**src/rtl/mem_map_pkg.sv**
```systemverilog
// Shared memory map: address regions, target indices and router state encoding.
package mem_map_pkg;

   localparam int unsigned ADDR_W   = 32;
   localparam int unsigned OFFS_W   = 16;
   localparam int unsigned REGION_W = 16;
   localparam int unsigned NUM_TGT  = 4;
   localparam int unsigned SEL_W    = 2;

   localparam logic [REGION_W-1:0] REGION_BRAM   = 16'h0000;
   localparam logic [REGION_W-1:0] REGION_SRAM   = 16'h0001;
   localparam logic [REGION_W-1:0] REGION_FLASH  = 16'h0002;
   localparam logic [REGION_W-1:0] REGION_PERIPH = 16'h0003;

   localparam logic [SEL_W-1:0] TGT_BRAM   = 2'd0;
   localparam logic [SEL_W-1:0] TGT_SRAM   = 2'd1;
   localparam logic [SEL_W-1:0] TGT_FLASH  = 2'd2;
   localparam logic [SEL_W-1:0] TGT_PERIPH = 2'd3;

   typedef enum logic [1:0] {
      ST_IDLE   = 2'd0,
      ST_ACCESS = 2'd1,
      ST_RESP   = 2'd2
   } router_state_e;

endpackage

```
**src/rtl/memory_decoder.sv**
```systemverilog
// Region decoder: maps the upper address half onto one of four targets or flags an unmapped region.
module memory_decoder
   import mem_map_pkg::*;
(
   input  logic [REGION_W-1:0] i_region,
   output logic                o_sel_bram,
   output logic                o_sel_sram,
   output logic                o_sel_flash,
   output logic                o_sel_periph,
   output logic                o_error
);

   assign o_sel_bram   = (i_region == REGION_BRAM);
   assign o_sel_sram   = (i_region == REGION_SRAM);
   assign o_sel_flash  = (i_region == REGION_FLASH);
   assign o_sel_periph = (i_region == REGION_PERIPH);
   assign o_error      = ~(o_sel_bram | o_sel_sram | o_sel_flash | o_sel_periph);

endmodule

```
**src/rtl/memory_bus_router.sv**
```systemverilog
// Single-outstanding router from the CPU load/store port to BRAM/SRAM/flash/peripheral targets.
module memory_bus_router
   import mem_map_pkg::*;
#(
   parameter int unsigned DATA_W  = 32,
   parameter int unsigned TIMEOUT = 255
)
(
   input  logic                      clk,
   input  logic                      rst,
   input  logic                      req_valid,
   output logic                      req_ready,
   input  logic [ADDR_W-1:0]         req_addr,
   input  logic                      req_write,
   input  logic [DATA_W-1:0]         req_wdata,
   input  logic [DATA_W/8-1:0]       req_wstrb,
   output logic                      resp_valid,
   output logic [DATA_W-1:0]         resp_rdata,
   output logic                      resp_error,
   output logic [NUM_TGT-1:0]        tgt_valid,
   output logic [OFFS_W-1:0]         tgt_addr,
   output logic                      tgt_write,
   output logic [DATA_W-1:0]         tgt_wdata,
   output logic [DATA_W/8-1:0]       tgt_wstrb,
   input  logic [NUM_TGT-1:0]        tgt_ack,
   input  logic [NUM_TGT*DATA_W-1:0] tgt_rdata
);

   localparam int unsigned STRB_W = DATA_W / 8;
   localparam int unsigned CNT_W  = $clog2(TIMEOUT + 1);

   router_state_e       r_state, w_state_nxt;
   logic [ADDR_W-1:0]   r_addr, w_addr_nxt;
   logic                r_write, w_write_nxt;
   logic [DATA_W-1:0]   r_wdata, w_wdata_nxt;
   logic [STRB_W-1:0]   r_wstrb, w_wstrb_nxt;
   logic [SEL_W-1:0]    r_sel, w_sel_nxt;
   logic                r_err, w_err_nxt;
   logic [CNT_W-1:0]    r_cnt, w_cnt_nxt;
   logic [NUM_TGT-1:0]  r_tgt_valid, w_tgt_valid_nxt;
   logic                r_resp_valid, w_resp_valid_nxt;
   logic [DATA_W-1:0]   r_resp_rdata, w_resp_rdata_nxt;
   logic                r_resp_error, w_resp_error_nxt;

   logic [ADDR_W-1:0]   w_dec_addr;
   logic                w_sel_bram, w_sel_sram, w_sel_flash, w_sel_periph, w_dec_error;
   logic [NUM_TGT-1:0]  w_sel_onehot;
   logic [SEL_W-1:0]    w_sel;
   logic                w_err_in;
   logic                w_ack_sel;
   logic [DATA_W-1:0]   w_rdata_sel;

   // Decode the address being latched while idle so tgt_valid can be registered at accept
   assign w_dec_addr = (r_state == ST_IDLE) ? req_addr : r_addr;

   memory_decoder u_decoder (
      .i_region     (w_dec_addr[ADDR_W-1 -: REGION_W]),
      .o_sel_bram   (w_sel_bram),
      .o_sel_sram   (w_sel_sram),
      .o_sel_flash  (w_sel_flash),
      .o_sel_periph (w_sel_periph),
      .o_error      (w_dec_error)
   );

   assign w_sel_onehot[TGT_BRAM]   = w_sel_bram;
   assign w_sel_onehot[TGT_SRAM]   = w_sel_sram;
   assign w_sel_onehot[TGT_FLASH]  = w_sel_flash;
   assign w_sel_onehot[TGT_PERIPH] = w_sel_periph;
   assign w_sel    = {w_sel_flash | w_sel_periph, w_sel_sram | w_sel_periph};
   assign w_err_in = w_dec_error | (req_addr[1:0] != 2'b00);
   assign w_ack_sel = tgt_ack[r_sel];

   // Pick the read-data slice of the selected target
   always_comb begin
      w_rdata_sel = '0;
      for (int i = 0; i < int'(NUM_TGT); i++) begin
         if (r_sel == SEL_W'(i)) w_rdata_sel = tgt_rdata[i*DATA_W +: DATA_W];
      end
   end

   // Next-state and next-register values for the request/response sequence
   always_comb begin
      w_state_nxt      = r_state;
      w_addr_nxt       = r_addr;
      w_write_nxt      = r_write;
      w_wdata_nxt      = r_wdata;
      w_wstrb_nxt      = r_wstrb;
      w_sel_nxt        = r_sel;
      w_err_nxt        = r_err;
      w_cnt_nxt        = r_cnt;
      w_tgt_valid_nxt  = r_tgt_valid;
      w_resp_valid_nxt = 1'b0;
      w_resp_rdata_nxt = r_resp_rdata;
      w_resp_error_nxt = r_resp_error;
      unique case (r_state)
         ST_IDLE: begin
            if (req_valid) begin
               w_addr_nxt      = req_addr;
               w_write_nxt     = req_write;
               w_wdata_nxt     = req_wdata;
               w_wstrb_nxt     = req_wstrb;
               w_sel_nxt       = w_sel;
               w_err_nxt       = w_err_in;
               w_cnt_nxt       = '0;
               w_tgt_valid_nxt = w_err_in ? '0 : w_sel_onehot;
               w_state_nxt     = ST_ACCESS;
            end
         end
         ST_ACCESS: begin
            if (r_err) begin
               w_resp_valid_nxt = 1'b1;
               w_resp_error_nxt = 1'b1;
               w_resp_rdata_nxt = '0;
               w_state_nxt      = ST_RESP;
            end else if (w_ack_sel) begin
               w_tgt_valid_nxt  = '0;
               w_resp_valid_nxt = 1'b1;
               w_resp_error_nxt = 1'b0;
               w_resp_rdata_nxt = r_write ? '0 : w_rdata_sel;
               w_state_nxt      = ST_RESP;
            end else if (r_cnt == CNT_W'(TIMEOUT - 1)) begin
               w_tgt_valid_nxt  = '0;
               w_resp_valid_nxt = 1'b1;
               w_resp_error_nxt = 1'b1;
               w_resp_rdata_nxt = '0;
               w_state_nxt      = ST_RESP;
            end else begin
               w_cnt_nxt = r_cnt + CNT_W'(1);
            end
         end
         ST_RESP: begin
            w_resp_rdata_nxt = '0;
            w_resp_error_nxt = 1'b0;
            w_state_nxt      = ST_IDLE;
         end
         default: w_state_nxt = ST_IDLE;
      endcase
   end

   // State and datapath registers with synchronous reset
   always_ff @(posedge clk) begin
      if (rst) begin
         r_state      <= ST_IDLE;
         r_addr       <= '0;
         r_write      <= 1'b0;
         r_wdata      <= '0;
         r_wstrb      <= '0;
         r_sel        <= '0;
         r_err        <= 1'b0;
         r_cnt        <= '0;
         r_tgt_valid  <= '0;
         r_resp_valid <= 1'b0;
         r_resp_rdata <= '0;
         r_resp_error <= 1'b0;
      end else begin
         r_state      <= w_state_nxt;
         r_addr       <= w_addr_nxt;
         r_write      <= w_write_nxt;
         r_wdata      <= w_wdata_nxt;
         r_wstrb      <= w_wstrb_nxt;
         r_sel        <= w_sel_nxt;
         r_err        <= w_err_nxt;
         r_cnt        <= w_cnt_nxt;
         r_tgt_valid  <= w_tgt_valid_nxt;
         r_resp_valid <= w_resp_valid_nxt;
         r_resp_rdata <= w_resp_rdata_nxt;
         r_resp_error <= w_resp_error_nxt;
      end
   end

   assign req_ready  = (r_state == ST_IDLE) && !rst;
   assign resp_valid = r_resp_valid;
   assign resp_rdata = r_resp_rdata;
   assign resp_error = r_resp_error;
   assign tgt_valid  = r_tgt_valid;
   assign tgt_addr   = r_addr[OFFS_W-1:0];
   assign tgt_write  = r_write;
   assign tgt_wdata  = r_wdata;
   assign tgt_wstrb  = r_wstrb;

endmodule

```
**config.mk**
```make
export PLATFORM = sky130hd
export DESIGN_NAME = memory_bus_router
export DESIGN_NICKNAME = d
export VERILOG_FILES = /design/src/rtl/mem_map_pkg.sv /design/src/rtl/memory_decoder.sv /design/src/rtl/memory_bus_router.sv
export SDC_FILE = /design/constraint.sdc
export NUM_CORES = 1
export LEC_CHECK = 0
export ABC_AREA = 0
export ABC_CLOCK_PERIOD_IN_PS = 2590
export CORE_ASPECT_RATIO = 1.2
export CORE_MARGIN = 2
export CORE_UTILIZATION = 39
export DETAILED_ROUTE_END_ITERATION = 16
export PLACE_DENSITY = 0.88
export SLEW_MARGIN = 20
export SYNTH_ARGS = -nofsm -noshare
export SYNTH_HDL_FRONTEND = slang
export SYNTH_SLANG_ARGS = --single-unit
```
**constraint.sdc**
```tcl
create_clock -name clk -period 2.59 [get_ports clk]
set_clock_uncertainty 0.1 [all_clocks]
set_input_delay 0.518 -clock clk [delete_from_list [all_inputs] [get_ports clk]]
set_output_delay 0.518 -clock clk [all_outputs]
set_load 0.05 [all_outputs]
```
### Word level (Yosys, flattened, before mapping)

Cells that the tools add are included.

| word-level totals | value |
|---|---|
| register bits after elaboration | 120 |
| bits of input ports | 204 |
| word-level logic and storage cells | 86 |

| cells by class | value |
|---|---|
| $add $sub $neg | 1 |
| $lt $le $gt $ge | 1 |
| eq/ne operators | 15 |
| mux-type cells | 35 |
| bitwise operators | 8 |
| reduce and logical (&&, ||, !) cells | 14 |

Operators by type and width:

| kind | number |
|---|---|
| 32-bit two-way mux | 9 |
| 32-bit case mux with 2 select lines | 1 |
| 16-bit by 2-bit == test with 1-bit output (second input constant) | 2 |
| 8-bit two-way mux | 4 |
| 4-bit two-way mux | 5 |
| 16-bit by 1-bit == test with 1-bit output (second input constant) | 1 |
| 16-bit logical NOT | 1 |
| 8-bit case mux with 2 select lines | 1 |
| 8-bit by 1-bit adder with 8-bit output (second input constant) | 1 |
| 8-bit == test (second input constant) | 1 |
| 2-bit two-way mux | 4 |
| 2-bit inequality test (second input constant) | 4 |
| 4-bit case mux with 2 select lines | 1 |
| 1-bit two-way mux | 7 |
| 2-bit == test (second input constant) | 3 |
| 1-bit OR | 6 |
| 2-bit AND reduction | 3 |
| 2-bit nonzero test | 3 |
| 5-bit AND reduction | 1 |
| 2-bit by 1-bit == test with 1-bit output (second input constant) | 2 |
| 2-bit logical NOT | 2 |
| 4-bit inequality test (second input constant) | 1 |
| 2-bit case mux with 2 select lines | 1 |
| 4-bit AND reduction | 1 |
| 8 further kinds | 9 |

### Depth between registers and ports, before layout

| logic depth | value |
|---|---|
| depth after elaboration | 11 |
| mapped depth | 8 |
| mapped depth without buffers | 6 |

### By module

From an unflattened synthesis, not the netlist that was laid out.

| second synthesis, totals | value |
|---|---|
| cells, all modules | 650 |
| area total of the unflattened synthesis | 5899.4 um^2 |

By module, submodules not included:

| module | instances | cells each | area an instance (um^2) | seq. area each (um^2) |
|---|---|---|---|---|
| memory_bus_router | 1 | 637 | 5791.8 | 2402.3 |
| memory_decoder | 1 | 13 | 107.6 | 0.0 |

### Worst setup path after synthesis

No wires, ideal clock.

| timing path | value |
|---|---|
| path type | reg-to-output |
| from | register r_state[0] |
| to | output req_ready |
| data arrival time | 1682 ps |
| required time | 1972 ps |
| slack | 290 ps |
| cell stages (with the launch flop) | 5 |
| cell sequence | dfxtp_1 inv_1 ha_1 clkbuf_1 nor2b_1 |

| on the way | value |
|---|---|
| cells in the longest elaborated chain, start to end | 2 |

Ends and longest elaborated chain:

| what | line | text |
|---|---|---|
| start, declared | memory_bus_router.sv:32 | `router_state_e r_state, w_state_nxt;` |
| start signal, assigned | memory_bus_router.sv:156 | `r_state <= w_state_nxt;` |
| 2-bit logical NOT | memory_bus_router.sv:171 | `assign req_ready = (r_state == ST_IDLE) && !rst;` |
| 1-bit logical AND | memory_bus_router.sv:171 |  |
| end, declared | memory_bus_router.sv:12 | `output logic req_ready,` |

No other way between the ends.

### Worst setup path after layout

Ends and elaborated chain as after synthesis.

==> flow_summary.yaml <==
setup_path:
  critical_path_required_ns: 1.97
  critical_path.max_fanout: 10
  cp.arrival_ns: 1.78
  end_kind: "output port"
  start_kind: "flip-flop"
  reg2regPathDepth: 5
  crit_type: "reg -> out"
cts:
  cts_hold_buf: 0
  numCtsBuffers: 17
  postCtsResizedCells: 0
  clk_path_buf_depth: 2
  worst_skew_pair.late_latency_ns: 0.41
  cts_root_buffer: "sky130_fd_sc_hd__clkbuf_16"
  clock_slew_seen_by_the_registers_of_the_worst_setup_and_hold_paths_ns: 0.05
  post-cts-setup-buffers: 0
  cts.htree.levels: 4
  cts_tree: "done"
  clock-sinks: 120
route:
  drcViolationCount: 0
  vias_per_cell: 5.25
  detail_route.wirelength_um: 18500
  post_drt_wl_per_cell_um: 18.1
  drt.antenna.violating_nets: 0
  initialDrtViolationCount: 400
  dr_total_vias: 5374
  detailedRoute.firstPassIterationCount: 5
power:
  pwr-share-seq: 0.342
  power.clock.fraction: 0.386
  p_int_mw: 4.25
  netSwitchingPower_mw: 1.87
  power_frac_comb: 0.272
  power_dens_cells_nw_per_um2: 683
  max_rail_drop_vdd_v: 0.000417
  power.switching_fraction: 0.306
  static-leakage-power_nw: 3.26
  post_layout_power_mw: 6.12
layout:
  area_growth_pct: 67.6
  post_layout_nonfiller_instances: 1023
  filler_cell_count: 1033
  final_net_count: 1047
  layout-drive-gt1-share: 0.105
die:
  core_box_area_um2: 13300
  die_h_um: 132
  die_boundary_width_um: 111
  floorplan.rows: 46
  start_util: 0.402
  boundaryPins: 296
  die_area_um2: 14700
global_routing:
  number_of_global_route_vias_before_repair: 5455
  grt_max_degree: 73
  groute.layer.met1.usage: 0.272
  met2_usage: 0.443
  grt_first_pass_wirelength_um: 28800
  grt_overflow_total: 0
  grt_usage: 0.250
  grt-busiest-layer: "met2"
  grt_antenna_before_repair: 3
  use_met3: 0.0814
synthesis:
  ys_seq_elements: 120
  number_of_warning_messages_in_the_yosys_log: 0
  async_reset_ff_frac: 0
  netlist_instances: 565
  postSynthNetCount: 774
  post_synth_num_cell_types: 42
  synthesis.area_um2: 5350
  synth.yosys.seq_area_share: 0.449
  syn_area_per_cell_um2: 9.47
  dominant_synthesized_flop_cell: "sky130_fd_sc_hd__dfxtp_1"
  synth-edff-count: 0
timing:
  fin_max_slew_vios: 0
  final_setup_violation_count: 0
  slew-limit-headroom: 0.497
  final_period_minus_worst_setup_slack_ns: 2.39
  setup_total_negative_slack_ns: 0
  fin_crit_sh: 0.924
  worst_slack_ns: 0.196
  tightest_slew_ns: 0.755
  rsz0062_at_grt: "no"
  maxClockFrequency_mhz: 418
  report.final.hold_viol_count: 0
min_path:
  min_path_cells: 2
  hold_path_class: "reg -> reg"
placed_design:
  number_of_buffers_added_on_ports: 295
  post_placement_setup_slack_ns: 0.0642
  final_wtd_congestion: 0.862
  placed_instances: 987
  dp_hpwl_um: 14000
flow_run:
  max-cap-violations: 0
run_status:
  outcome: "completed"
[worst max-delay path, cell delays in order, from the launching register on]
cell and delay [ns]:
sky130_fd_sc_hd__dfxtp_1 0.32, sky130_fd_sc_hd__inv_1 0.10, sky130_fd_sc_hd__ha_1 0.27, sky130_fd_sc_hd__buf_4 0.22, sky130_fd_sc_hd__nor2b_1 0.22, sky130_fd_sc_hd__buf_4 0.24
[cells in the mapped netlist, types with 3 or more instances]
| cell | number | area share |
|---|---|---|
| sky130_fd_sc_hd__nor4_1 | 4 | 0.0047 |
| sky130_fd_sc_hd__nand3_1 | 6 | 0.0056 |
| sky130_fd_sc_hd__nand2_1 | 148 | 0.10 |
| sky130_fd_sc_hd__or4_1 | 3 | 0.0042 |
| sky130_fd_sc_hd__nor2b_1 | 3 | 0.0035 |
| sky130_fd_sc_hd__a21oi_1 | 75 | 0.070 |
| sky130_fd_sc_hd__mux4_2 | 33 | 0.14 |
| sky130_fd_sc_hd__nand4b_1 | 4 | 0.0065 |
| sky130_fd_sc_hd__buf_4 | 16 | 0.022 |
| sky130_fd_sc_hd__nor2_1 | 9 | 0.0063 |
| sky130_fd_sc_hd__a22o_1 | 33 | 0.054 |
| sky130_fd_sc_hd__o211ai_1 | 5 | 0.0070 |
| sky130_fd_sc_hd__buf_6 | 4 | 0.0084 |
| sky130_fd_sc_hd__o21ai_0 | 8 | 0.0075 |
| sky130_fd_sc_hd__dfxtp_1 | 120 | 0.45 |
| sky130_fd_sc_hd__inv_1 | 7 | 0.0049 |
| sky130_fd_sc_hd__mux2i_1 | 6 | 0.011 |
| sky130_fd_sc_hd__or3_1 | 5 | 0.0058 |
| sky130_fd_sc_hd__clkbuf_1 | 36 | 0.025 |
| sky130_fd_sc_hd__ha_1 | 5 | 0.012 |
| sky130_fd_sc_hd__nor3_1 | 5 | 0.0047 |
[final timing paths]
path,startpoint,end,slack [ns]
worst max-delay path,r_state[0],req_ready,0.20
worst min-delay path,r_addr[22],r_addr[22],0.35
worst max register to register,r_sel[0],r_state[0],0.44
worst min register to register,r_addr[22],r_addr[22],0.35
[final cells by class]
class | instances | area (µm²) | area share
diodes | 4 | 10.0 | 0.00112
flip-flops and latches | 120 | 2400 | 0.268
well taps | 168 | 210 | 0.0234
clock buffers | 22 | 484 | 0.0540
clock inverters | 10 | 119 | 0.0133
repair buffers | 312 | 3100 | 0.345
inverters | 7 | 26.3 | 0.00293
multi-input cells | 380 | 2620 | 0.292
[registers in the layout (all words and copies together), names as in the netlist, 2 cells and up]
| name | count |
|---|---|
| r_state | 2 |
| tgt_valid | 4 |
| resp_rdata | 32 |
| tgt_wstrb | 4 |
| tgt_wdata | 32 |
| r_cnt | 8 |
| r_sel | 2 |
| r_addr | 32 |
[cells by family (layout without fill, tap and decap cells)]
logic type	Yosys count	after routing	synth area share
compound gates	136	136	0.165
buf+inv	65	351	0.0624
fa+ha+maj	5	5	0.0117
mux	39	39	0.150
flops	120	120	0.449
other cells	0	4	0
simple gates	200	200	0.162
[through the flow]
stage	hold WS, ns	area [µm²]	util
floorplan	0.326	5350	-
global placement	0.340	8360	0.628
detailed placement	0.344	8360	0.628
CTS	0.351	8960	0.674
global route	0.369	8960	0.674
finish	0.351	8970	0.675
[power by group through the flow]
stage          combinational (mW)  sequential [mW]  clock (mW)
2_1_floorplan               0.651             2.45           0
3_3_place_gp                 1.64             2.12           0
3_5_place_dp                 1.67             2.13           0
4_1_cts                      1.68             2.09        2.40
5_1_grt                      1.77             2.11        2.50
6_report                     1.67             2.09        2.36
[placed cells by master (no fill, tap or decap), types with 6 or more instances in the layout]
cell and instances:
sky130_fd_sc_hd__a21oi_1 75, sky130_fd_sc_hd__a22o_1 33, sky130_fd_sc_hd__buf_4 16, sky130_fd_sc_hd__clkbuf_16 17, sky130_fd_sc_hd__clkdlybuf4s50_1 293, sky130_fd_sc_hd__dfxtp_1 119
sky130_fd_sc_hd__inv_1 7, sky130_fd_sc_hd__mux2i_1 6, sky130_fd_sc_hd__mux4_2 33, sky130_fd_sc_hd__nand2_1 147, sky130_fd_sc_hd__nand3_1 6, sky130_fd_sc_hd__nor2_1 9
sky130_fd_sc_hd__o21ai_0 8
[routing by layer]
metal / vias up / routed length (µm)
met1: 2532 / 7030
met3: 33 / 1440
met4: 2 / 512
met5: - / 16
met2: 245 / 9550
li1: 2562 / -
(Power assumes the default switching activity.)
